`src/rtl/inst_fetch.sv`:
```
`default_nettype none
// +----------------------------------------------------------------------------+
// | inst_fetch : program counter, in-order imem requests, 3-deep fetch buffer  |
// | Revision   : 1.0                                                           |
// +----------------------------------------------------------------------------+
module inst_fetch #(
  parameter logic [31:0] RESET_PC = 32'd0
) (
  input  logic        clk,
  input  logic        rst,
  input  logic        stall,
  input  logic        flush,
  input  logic [31:0] redirect_pc,
  output logic        imem_req,
  output logic [31:0] imem_addr,
  input  logic        imem_ready,
  input  logic        imem_rvalid,
  input  logic [31:0] imem_rdata,
  output logic [31:0] if_inst,
  output logic [31:0] if_pc,
  output logic        if_valid
);

  localparam int DEPTH = 3;

  typedef logic [1:0] ptr_t;

  function automatic ptr_t ptr_inc(input ptr_t p);
    return (p == 2'd2) ? 2'd0 : p + 2'd1;
  endfunction

  logic [31:0] fetch_pc_q, fetch_pc_d;
  logic [31:0] pcq_q [DEPTH];
  logic [31:0] pcq_d [DEPTH];
  ptr_t        pcq_rd_q, pcq_rd_d;
  ptr_t        pcq_wr_q, pcq_wr_d;
  logic [1:0]  outstanding_q, outstanding_d;

  logic [31:0] fifo_pc_q   [DEPTH];
  logic [31:0] fifo_pc_d   [DEPTH];
  logic [31:0] fifo_inst_q [DEPTH];
  logic [31:0] fifo_inst_d [DEPTH];
  ptr_t        fifo_rd_q, fifo_rd_d;
  ptr_t        fifo_wr_q, fifo_wr_d;
  logic [1:0]  count_q, count_d;
  logic [1:0]  discard_q, discard_d;

  logic [2:0]  occupancy;
  logic        accept;
  logic        rsp;
  logic        push;
  logic        pop;

  always_comb begin
    // Request credit counts both in-flight reads and buffered words, so a
    // returning response always finds a free FIFO slot.
    occupancy = {1'b0, outstanding_q} + {1'b0, count_q};
    imem_req  = !rst && !flush && (occupancy < 3'd3);
    imem_addr = rst ? 32'd0 : fetch_pc_q;
    accept    = imem_req && imem_ready;
    rsp       = imem_rvalid && (outstanding_q != 2'd0);
    push      = rsp && !flush && (discard_q == 2'd0);
    pop       = (count_q != 2'd0) && !stall && !flush;

    if_valid  = !rst && (count_q != 2'd0);
    if_pc     = if_valid ? fifo_pc_q[fifo_rd_q]   : 32'd0;
    if_inst   = if_valid ? fifo_inst_q[fifo_rd_q] : 32'd0;
  end

  always_comb begin
    fetch_pc_d    = fetch_pc_q;
    pcq_d         = pcq_q;
    pcq_rd_d      = pcq_rd_q;
    pcq_wr_d      = pcq_wr_q;
    outstanding_d = outstanding_q + {1'b0, accept} - {1'b0, rsp};
    fifo_pc_d     = fifo_pc_q;
    fifo_inst_d   = fifo_inst_q;
    fifo_rd_d     = fifo_rd_q;
    fifo_wr_d     = fifo_wr_q;
    count_d       = count_q;
    discard_d     = discard_q;

    if (accept) begin
      pcq_d[pcq_wr_q] = fetch_pc_q;
      pcq_wr_d        = ptr_inc(pcq_wr_q);
      fetch_pc_d      = fetch_pc_q + 32'd4;
    end

    if (rsp) begin
      pcq_rd_d = ptr_inc(pcq_rd_q);
    end

    if (flush) begin
      // Every read still in flight is stale, including one landing right now.
      fetch_pc_d = redirect_pc;
      fifo_rd_d  = 2'd0;
      fifo_wr_d  = 2'd0;
      count_d    = 2'd0;
      discard_d  = outstanding_q - {1'b0, rsp};
    end else begin
      if (rsp && (discard_q != 2'd0)) begin
        discard_d = discard_q - 2'd1;
      end
      if (push) begin
        fifo_pc_d[fifo_wr_q]   = pcq_q[pcq_rd_q];
        fifo_inst_d[fifo_wr_q] = imem_rdata;
        fifo_wr_d              = ptr_inc(fifo_wr_q);
      end
      if (pop) begin
        fifo_rd_d = ptr_inc(fifo_rd_q);
      end
      count_d = count_q + {1'b0, push} - {1'b0, pop};
    end
  end

  always_ff @(posedge clk) begin
    if (rst) begin
      fetch_pc_q    <= RESET_PC;
      pcq_rd_q      <= 2'd0;
      pcq_wr_q      <= 2'd0;
      outstanding_q <= 2'd0;
      fifo_rd_q     <= 2'd0;
      fifo_wr_q     <= 2'd0;
      count_q       <= 2'd0;
      discard_q     <= 2'd0;
    end else begin
      fetch_pc_q    <= fetch_pc_d;
      pcq_rd_q      <= pcq_rd_d;
      pcq_wr_q      <= pcq_wr_d;
      outstanding_q <= outstanding_d;
      fifo_rd_q     <= fifo_rd_d;
      fifo_wr_q     <= fifo_wr_d;
      count_q       <= count_d;
      discard_q     <= discard_d;
    end
  end

  // Storage arrays need no reset: the pointers and counters gate every read.
  always_ff @(posedge clk) begin
    pcq_q       <= pcq_d;
    fifo_pc_q   <= fifo_pc_d;
    fifo_inst_q <= fifo_inst_d;
  end

endmodule
`default_nettype wire

```
`config.mk`:
```
export PLATFORM = sky130hd
export DESIGN_NAME = inst_fetch
export DESIGN_NICKNAME = d
export VERILOG_FILES = /design/src/rtl/inst_fetch.sv
export SDC_FILE = /design/constraint.sdc
export NUM_CORES = 1
export LEC_CHECK = 0
export CORE_MARGIN = 8
export CORE_UTILIZATION = 50
export DETAILED_ROUTE_END_ITERATION = 6
export GPL_ROUTABILITY_DRIVEN = 0
export PLACE_DENSITY = 0.77
export SYNTH_ARGS = -nofsm -noshare
export SYNTH_HDL_FRONTEND = slang
export SYNTH_SLANG_ARGS = --single-unit
```
`constraint.sdc`:
```
create_clock -name clk -period 7.3 [get_ports clk]
set_input_delay 1.825 -clock clk [delete_from_list [all_inputs] [get_ports clk]]
set_output_delay 1.825 -clock clk [all_outputs]
set_load 0.02 [all_outputs]
```
==> impl_metrics.py <==
metrics = {
    "cts": {
        "post_cts_resized": 0,
        "holdBufCountCts": 0,
        "cts.sinks": 334,
        "h-tree-depth": 1,
        "tritoncts": "done",
        "clk_path_buf_depth": 3,
        "clk_latency_ns": 0.54,
        "root_buffer": "clkbuf_16",
        "cts.reportedPaths.clkPinSlew_ns": 0.06,
        "cts_buffers": 31,
        "post_cts_buffers": 0,
    },
    "routing": {
        "vias": 8633,
        "drtIter0Drc": 525,
        "route.detailed.drc": 0,
        "first_pass_iters": 5,
        "vias_per_cell": 5.54,
        "avgRoutedWirePerCell_um": 18.7,
        "routed_wirelength_um": 29100,
        "antenna_left": 0,
    },
    "die": {
        "fp.dieH_um": 181,
        "core_um2": 26900,
        "fp.dieArea_um2": 32800,
        "io_pins": 168,
        "die_w_um": 181,
        "start_util": 0.507,
        "rows": 60,
    },
    "sta": {
        "holdWs_ns": 0.525,
        "fin_skew_ns": 0.00968,
        "tightest_slew_ns": 1.03,
        "max_slew_margin": 0.312,
        "slew_viol_final": 0,
        "hold_viol_final": 0,
        "fin_crit_sh": 0.800,
        "final.min_clock_period_ns": 5.84,
        "fin_tns_setup_ns": 0,
        "finalSetupViolations": 0,
        "fmax_mhz": 171,
        "grt_setup_unrepaired": "false",
    },
    "global_route": {
        "overflow": 0,
        "grt_max_degree": 68,
        "grtUsageTotal": 0.174,
        "grt_pass1_vias": 8522,
        "grt_pass1_wl_um": 46300,
        "antenna_found_initial": 0,
    },
    "synth": {
        "ys_seq_area_frac": 0.702,
        "async_reset_ff_frac": 0,
        "netlist_area_um2": 13600,
        "yosysUniqueCellTypes": 47,
        "avgSynthCellArea_um2": 13.1,
        "ys_ff_latch": 334,
        "synth_nets": 1117,
        "netlist_instances": 1038,
        "synth-edff-count": 288,
        "synth-main-ff-cell": "edfxtp_1",
        "yosysWarnings": 0,
    },
    "layout": {
        "drive_gt1_frac": 0.0657,
        "n_fill_cell": 2037,
        "multi_input_area_um2": 3820,
        "syn2layout_area_growth_pct": 22.1,
        "diodes": 0,
        "seqCellArea_um2": 9580,
        "fin_nets": 1272,
    },
    "setup_path": {
        "rr_worst_depth": 7,
        "critical_path_peak_fanout": 47,
        "setup.worst_path.start_class": "input pin",
        "endpoint_kind": "primary output",
        "crit_cells": 5,
        "critPathMaxStageDelay_ns": 0.57,
        "crit_buf_inv": 3,
        "cp_cell_sequence": "buf_2 > or2_2 > buf_4 > nor2_1 > clkdlybuf4s50_1",
        "cp_top_family": "buffers and inverters",
        "critPathArrivalTime_ns": 4.01,
        "crit_required_ns": 5.48,
        "slowest_stage": "clkdlybuf4s50_1",
        "path_class": "in2out",
    },
    "placed_design": {
        "place_hpwl_um": 18000,
        "port_buffers": 167,
    },
    "power_and_ir_drop": {
        "power.leakage_nw": 5.37,
        "p_per_area_nw_per_um2": 256,
        "max-vdd-ir-drop_v": 0.000178,
    },
    "worst_hold_path": {
        "hold_depth": 2,
        "hp-class": "reg2reg",
    },
    "outcome": {
        "outcome": "complete, no violations",
    },
    "run": {
        "max_cap_viol_count": 0,
    },
}
## cell type report
type	instances	share of cell area
Sequential cell	334	0.576
Multi-Input combinational cell	630	0.229
Timing Repair Buffer	183	0.107
Clock buffer	37	0.0480
Tap cell	341	0.0257
Clock inverter	20	0.0108
Inverter	13	0.00293
## path summary, 6_finish.rpt
| path | start | endpoint | slack (ns) |
|---|---|---|---|
| worst min register to register | fifo_wr_q[1]$_SDFFE_PP0P_ | fifo_wr_q[1]$_SDFFE_PP0P_ | 0.52 |
| worst max register to register | outstanding_q[0]$_SDFF_PP0_ | pcq_q[61]$_DFFE_PP_ | 3.94 |
| worst min-delay path | fifo_wr_q[1]$_SDFFE_PP0P_ | fifo_wr_q[1]$_SDFFE_PP0P_ | 0.52 |
| worst max-delay path | rst | if_pc[24] | 1.46 |
## synthesized netlist by cell type, drive strengths merged, types with 8 or more instances
master	instances	area, um^2
a21oi	86	430
and3	8	50.1
o21ai	38	190
nand2	73	274
nor2	162	608
inv	13	48.8
nand3	8	40.0
xor2	10	87.6
nor3	8	51.3
buf	13	56.3
nand4	18	113
edfxtp	288	8650
ha	8	100
a31oi	11	68.8
nor2b	34	213
clkbuf	48	180
dfxtp	46	921
mux2i	98	981
## logic make-up (layout without fill, tap and decap cells)
group           Yosys count  count (layout)  share of synthesized area
simple gates            344             344                      0.118
flops                   334             334                      0.702
compound gates          160             160                     0.0653
mux                     102             102                     0.0753
buf+inv                  74             253                     0.0209
xor+xnor                 15              15                    0.00964
fa+ha+maj                 9               9                    0.00882
## cell usage in the layout, fill, tap and decap left out, types with 8 or more instances in the layout
master / n
inv_1: 11
dfxtp_1: 43
clkbuf_16: 31
a21oi_1: 86
a31oi_1: 11
nand3_1: 8
clkdlybuf4s50_1: 166
buf_4: 16
nand2_1: 73
nand4_1: 18
xor2_1: 10
o21ai_0: 37
ha_1: 8
nor2_1: 162
nor2b_1: 32
and3_1: 8
mux2i_1: 98
clkinv_1: 9
edfxtp_1: 288
## power by group
group	switching, W	internal [W]	leakage [nW]
sequential	0.0000513	0.00220	3.00
combinational	0.000276	0.000190	1.91
clock	0.000656	0.000883	0.462
## registers in the layout, indices dropped and copies added (netlist names)
register / cells
outstanding_q: 2
fifo_inst_q: 96
count_q: 2
fetch_pc_q: 32
pcq_rd_q: 2
discard_q: 2
pcq_q: 96
fifo_rd_q: 2
fifo_pc_q: 96
pcq_wr_q: 2
fifo_wr_q: 2
## worst min-delay path, cell delays in order (launching register included)
cell and delay (ns):
dfxtp_1 0.35, nand2_1 0.07, a21oi_1 0.05
## through the flow
stage               cell area (um^2)  cells  total power, W  worst slack (ns)   util
global placement               15700   1501         0.00275              1.51  0.582
CTS                            16600   1558         0.00429              1.43  0.619
global route                   16600   1558         0.00442              1.28  0.619
detailed placement             15700   1501         0.00276              1.44  0.582
finish                         16600   1558         0.00426              1.46  0.619
floorplan                      13600   1038         0.00258              1.61      -
## routing by layer
metal / GRT usage / share of wire / vias up
met2: 0.277 / 0.46 / 326
li1: - / - / 4122
met4: 0.0403 / 0.016 / 0
met5: 0 / 0 / -
met1: 0.237 / 0.45 / 4146
met3: 0.0435 / 0.077 / 39
(Power assumes the default switching activity.)
